--- config.mk ---
export PLATFORM = sky130hd
export DESIGN_NAME = lfsr_gen
export DESIGN_NICKNAME = d
export VERILOG_FILES = /design/src/rtl/lfsr_pkg.sv /design/src/rtl/lfsr_next.sv /design/src/rtl/lfsr_gen.sv
export SDC_FILE = /design/constraint.sdc
export NUM_CORES = 1
export LEC_CHECK = 0
export ABC_AREA = 0
export CAP_MARGIN = 5
export CORE_ASPECT_RATIO = 1.4
export CORE_MARGIN = 10
export CORE_UTILIZATION = 39
export CTS_CLUSTER_DIAMETER = 120
export DETAILED_ROUTE_END_ITERATION = 16
export PLACE_DENSITY_LB_ADDON = 0.3
export SLEW_MARGIN = 20
export SYNTH_ARGS = -nofsm -noshare
export SYNTH_HDL_FRONTEND = slang
export SYNTH_SLANG_ARGS = --single-unit
--- constraint.sdc ---
create_clock -name clk -period 1.99 [get_ports clk]
set_input_delay 0.398 -clock clk [delete_from_list [all_inputs] [get_ports clk]]
set_output_delay 0.398 -clock clk [all_outputs]
set_load 0.005 [all_outputs]
--- src/rtl/lfsr_pkg.sv ---
// Shared constants for the LFSR generator: mode encodings, default maximal
// tap masks and a parameter legality check used at elaboration.
package lfsr_pkg;

  localparam logic MODE_FIB = 1'b0;
  localparam logic MODE_GAL = 1'b1;

  // Maximal-length Fibonacci masks (feedback = XOR of state & mask)
  localparam logic [3:0]  TAPS_FIB_W4  = 4'h9;
  localparam logic [7:0]  TAPS_FIB_W8  = 8'hB8;
  localparam logic [15:0] TAPS_FIB_W16 = 16'hB400;
  localparam logic [31:0] TAPS_FIB_W32 = 32'h8020_0003;

  // Maximal-length Galois masks (XORed in when the outgoing MSB is 1)
  localparam logic [3:0]  TAPS_GAL_W4  = 4'h3;
  localparam logic [7:0]  TAPS_GAL_W8  = 8'h1D;
  localparam logic [15:0] TAPS_GAL_W16 = 16'h002D;
  localparam logic [31:0] TAPS_GAL_W32 = 32'h0000_00C5;

  // Width in range, Fibonacci top tap set, Galois bit-0 tap set and a
  // nonzero reset seed: together these keep the all-zero state unreachable.
  function automatic logic taps_legal(input int unsigned w,
                                      input logic [31:0] fib,
                                      input logic [31:0] gal,
                                      input logic [31:0] seed);
    logic [31:0] mask;
    if (w < 3 || w > 32) return 1'b0;
    mask = (w == 32) ? 32'hFFFF_FFFF : ((32'd1 << w) - 32'd1);
    return fib[w-1] && gal[0] && ((seed & mask) != 32'd0);
  endfunction

endpackage

--- src/rtl/lfsr_next.sv ---
// Combinational next-state function for one LFSR step in either
// Fibonacci or Galois form.
module lfsr_next
  import lfsr_pkg::*;
#(
  parameter int unsigned      WIDTH    = 16,
  parameter logic [WIDTH-1:0] TAPS_FIB = 16'hB400,
  parameter logic [WIDTH-1:0] TAPS_GAL = 16'h002D
) (
  input  logic [WIDTH-1:0] state_i,
  input  logic             mode_i,
  output logic [WIDTH-1:0] next_o
);

  // Shift left; Fibonacci feeds parity into bit 0, Galois folds taps on MSB out
  always_comb begin
    next_o = '0;
    if (mode_i == MODE_GAL) begin
      next_o = {state_i[WIDTH-2:0], 1'b0} ^ (state_i[WIDTH-1] ? TAPS_GAL : '0);
    end else begin
      next_o = {state_i[WIDTH-2:0], ^(state_i & TAPS_FIB)};
    end
  end

endmodule

--- src/rtl/lfsr_gen.sv ---
// Parametrised LFSR with Fibonacci/Galois mode, seed load, zero-seed
// replacement and on-line period measurement against a reference seed.
module lfsr_gen
  import lfsr_pkg::*;
#(
  parameter int unsigned      WIDTH      = 16,
  parameter logic [WIDTH-1:0] TAPS_FIB   = 16'hB400,
  parameter logic [WIDTH-1:0] TAPS_GAL   = 16'h002D,
  parameter logic [WIDTH-1:0] RESET_SEED = {{(WIDTH-1){1'b0}}, 1'b1}
) (
  input  logic             clk,
  input  logic             rst,
  input  logic             load,
  input  logic [WIDTH-1:0] seed,
  input  logic             en,
  input  logic             mode,
  output logic             q,
  output logic [WIDTH-1:0] state,
  output logic             wrap,
  output logic             lockup,
  output logic [WIDTH-1:0] step_cnt,
  output logic [WIDTH-1:0] period,
  output logic             period_valid
);

  localparam logic [WIDTH-1:0] ONE = {{(WIDTH-1){1'b0}}, 1'b1};

  if (!taps_legal(WIDTH, 32'(TAPS_FIB), 32'(TAPS_GAL), 32'(RESET_SEED))) begin : g_bad_params
    $error("lfsr_gen: illegal WIDTH, tap mask or RESET_SEED");
  end

  logic [WIDTH-1:0] state_q,  state_d;
  logic [WIDTH-1:0] ref_q,    ref_d;
  logic [WIDTH-1:0] cnt_q,    cnt_d;
  logic [WIDTH-1:0] period_q, period_d;
  logic             pvld_q,   pvld_d;
  logic             wrap_q,   wrap_d;
  logic             lock_q,   lock_d;
  logic             mode_q,   mode_d;
  logic [WIDTH-1:0] step_nxt;

  // The step always uses the live mode input: it equals mode_q unless a
  // mode change is being taken on this edge, which must use the new mode.
  lfsr_next #(
    .WIDTH    (WIDTH),
    .TAPS_FIB (TAPS_FIB),
    .TAPS_GAL (TAPS_GAL)
  ) u_next (
    .state_i (state_q),
    .mode_i  (mode),
    .next_o  (step_nxt)
  );

  // Next-state selection: load beats step; a mode change re-references the sequence
  always_comb begin
    state_d  = state_q;
    ref_d    = ref_q;
    cnt_d    = cnt_q;
    period_d = period_q;
    pvld_d   = pvld_q;
    mode_d   = mode_q;
    wrap_d   = 1'b0;
    lock_d   = 1'b0;
    if (load) begin
      if (seed != '0) begin
        state_d = seed;
        ref_d   = seed;
      end else begin
        state_d = RESET_SEED;
        ref_d   = RESET_SEED;
        lock_d  = 1'b1;
      end
      cnt_d  = '0;
      pvld_d = 1'b0;
      mode_d = mode;
    end else if (en) begin
      state_d = step_nxt;
      if (mode != mode_q) begin
        ref_d  = state_q;
        cnt_d  = ONE;
        pvld_d = 1'b0;
        mode_d = mode;
      end else if (step_nxt == ref_q) begin
        wrap_d   = 1'b1;
        period_d = cnt_q + ONE;
        pvld_d   = 1'b1;
        cnt_d    = '0;
      end else begin
        cnt_d = cnt_q + ONE;
      end
    end
  end

  // Register bank with synchronous reset to the reset seed
  always_ff @(posedge clk) begin
    if (rst) begin
      state_q  <= RESET_SEED;
      ref_q    <= RESET_SEED;
      cnt_q    <= '0;
      period_q <= '0;
      pvld_q   <= 1'b0;
      wrap_q   <= 1'b0;
      lock_q   <= 1'b0;
      mode_q   <= mode;
    end else begin
      state_q  <= state_d;
      ref_q    <= ref_d;
      cnt_q    <= cnt_d;
      period_q <= period_d;
      pvld_q   <= pvld_d;
      wrap_q   <= wrap_d;
      lock_q   <= lock_d;
      mode_q   <= mode_d;
    end
  end

  assign q            = state_q[WIDTH-1];
  assign state        = state_q;
  assign wrap         = wrap_q;
  assign lockup       = lock_q;
  assign step_cnt     = cnt_q;
  assign period       = period_q;
  assign period_valid = pvld_q;

endmodule
==> results_dict.tcl <==
set metrics [dict create \
    stdcell_count 631 \
    wl_per_cell_um 17.5 \
    avgSynthCellArea_um2 9.26 \
    row_count 41 \
    slowest_delay_ns 0.43 \
    synth.area.top_cells "dfxtp_1, o21a_1, xor2_1" \
    period_share 0.973 \
    antenna_left 0 \
    met1Wirelength_um 4230 \
    setup_viol 0 \
    area_growth_syn_to_layout_pct 48.0 \
    postSynth.asyncResetShare 0 \
    cap_violations 0 \
    synthMuxAreaShare 0.0656 \
    wl_um 11100 \
    finalMaxSlewViolations 0 \
    holdCritPathClass "input pin to flip-flop" \
    synth_xor_area_frac 0.0861 \
    cts-buffers-inserted 9 \
    cp.arrival_ns 2.16 \
    grt_max_degree 40 \
    drc 0 \
    fillers 813 \
    wl_met2_um 5880 \
    synth-simple-area-share 0.156 \
    synth_cell_type_count 60 \
    synthCells 389 \
    ctsLongestPathBuffers 2 \
    ir_drop_mv 0.755 \
    placedCellCount 611 \
    synth_compound_area_frac 0.247 \
    clockRootBuffer "clkbuf_16" \
    ios 73 \
    cp-start-kind "flip-flop" \
    grt_overflow 0 \
    die_area_mm2 0.0135 \
    ys_top_cells_by_count "dfxtp_1, a21oi_1, nor2_1" \
    r2r_start "state[10]" \
    dp_hpwl_um 8290 \
    wl_met3_um 616 \
    synth-edff-count 1 \
    syn_nets 411 \
    die_y_um 134 \
    cts_sinks 68 \
    syn_area_mm2 0.00360 \
    htree_levels 3 \
    fin_crit_ns 1.94 \
    status "finished clean" \
    synth.most_common_cell "dfxtp_1" \
    fp.coreArea_mm2 0.00903 \
    yosysTopAreaCellShare 0.372 \
    viasPerCell 5.35 \
    ys_seq_area_frac 0.381 \
    top_layer_used "met4" \
    final_util 0.590 \
    fin_worst_skew_ns 0.00414 \
    ys_ff_latch 68 \
    grt_pass1_wl_um 17400 \
    power-per-cell-area_mw_per_mm2 726 \
    max_freq_mhz 517 \
    finalHoldViolCount 0 \
    min_from "mode" \
    io_buffers 72 \
    cp.required_ns 2.21 \
    num_antenna_cells 0 \
    synth.yosys.warnings 0 \
    globalplace.congestion 0.858 \
    start_util 0.399 \
    grt_usage 0.161 \
    slew_headroom 0.587 \
    yosys.area_share.adder 0.00347 \
    cpMaxStageDelayCell "xnor3_1" \
    dieWidth_um 101 \
    tritoncts "done" \
    dr.pass1.iters 4 \
    cts-hold-fix-buffers 0 \
    critPathMaxFanout 8 \
    critical_path.cell_chain "xnor3_1 -> nor2_2 -> xnor2_2 -> and4_4 -> clkbuf_16 -> a2bb2oi_2 -> o31ai_2" \
    insertion_delay_ns 0.34 \
    worstSetupStartpoint "state[10]" \
    worstMarginPinSlew_ns 0.619 \
    synth_area_leader_cell "dfxtp_1" \
    drive_gt1_frac 0.292 \
    path_clk_slew_ns 0.06 \
    initialDrtViolationCount 79 \
    end_kind "flip-flop" \
    antenna_found_initial 0 \
    crit_type "flip-flop to flip-flop" \
    synthFlopType "dfxtp_1" \
    synth_top_family_by_area "compound AO/OA/AOI/OAI gates" \
    vias 3375 \
    grt_pass1_vias 3456 \
    fin_nets 541 \
    leakage_nw 2.02 \
]
-- report_power, final --
group / internal (mW) / leakage [nW] / total, mW / switching, mW
combinational: 0.310 / 1.30 / 0.581 / 0.271
sequential: 1.42 / 0.559 / 1.46 / 0.0459
clock: 1.22 / 0.161 / 1.83 / 0.609
-- stage by stage --
stage | TNS [ns] | hold WS, ns | cell area, um2 | worst slack (ns) | power, mW
global placement | -12.38 | 0.465 | 4860 | -0.394 | 2.03
finish | 0 | 0.465 | 5330 | 0.0543 | 3.87
detailed placement | -13.85 | 0.463 | 4860 | -0.408 | 2.04
CTS | 0 | 0.475 | 5250 | 0.00300 | 3.89
floorplan | 0 | 0.460 | 3600 | 0.0791 | 1.77
global route | -0.0674 | 0.478 | 5330 | -0.0186 | 4.02
-- area by class of cell --
class / count / area (um2) / area share
timing repair buffer: 145 / 1340 / 0.252
sequential: 68 / 1380 / 0.258
tap: 107 / 134 / 0.0251
inverter: 19 / 71.3 / 0.0134
multi-input combinational: 276 / 2070 / 0.388
clock buffer: 9 / 225 / 0.0423
clock inverter: 7 / 115 / 0.0216
-- worst max-delay path, delay by kind of cell, from the launching register on --
kind,cells,cell delay (ns)
DFF,1,0.34
xor gates and xnor gates,2,0.58
AOI/OAI and AO/OA,2,0.22
buffers and inverters,1,0.18
and+or+nand+nor,2,0.49
-- metal layers --
layer  GRT usage  vias to the layer above
li1            -                     1662
met1       0.164                     1603
met2       0.290                       89
met3      0.0388                       21
met4      0.0862                        0
met5           0                        -
-- timing repair --
| action | 4_1_cts | 5_1_grt |
|---|---|---|
| resized for setup | 7 | 10 |
| endpoints found under the setup margin | 8 | 30 |
| setup buffers | 2 | 1 |
| pin swaps | 4 | 6 |
| gates cloned | 0 | 1 |
-- cells in the final DEF, fill, tap and decap left out, types with 4 or more instances in the layout --
cell type	count
a211oi_1	5
a211oi_2	10
a21oi_1	29
a21oi_2	11
a2bb2oi_2	7
buf_12	4
buf_4	66
clkbuf_16	10
clkdlybuf4s50_1	70
dfxtp_1	64
inv_1	19
mux2_1	11
mux2_2	10
nand2_1	23
nand3_1	18
nand4_1	5
nor2_1	23
nor3_1	8
o21a_1	22
o31ai_1	4
xnor2_1	12
xor2_1	17
-- flip-flops by register name, indices dropped and copies added (netlist names) --
signal	cells
lockup	1
mode_q	1
period	16
period_valid	1
ref_q	16
state	16
step_cnt	16
wrap	1
-- path summary, 6_finish.rpt --
check	cells past startpoint	to	slack (ns)
setup / recovery	7	step_cnt[5]	0.05
hold / removal	2	mode_q	0.47
setup reg to reg	7	step_cnt[5]	0.05
hold reg to reg	2	period_valid	0.47
-- cells by family after synthesis --
family | Yosys count
simple gates | 108
mux | 21
fa+ha+maj | 1
compound gates | 113
buf+inv | 45
flops | 68
xor+xnor | 33
(Power assumes the default switching activity.)
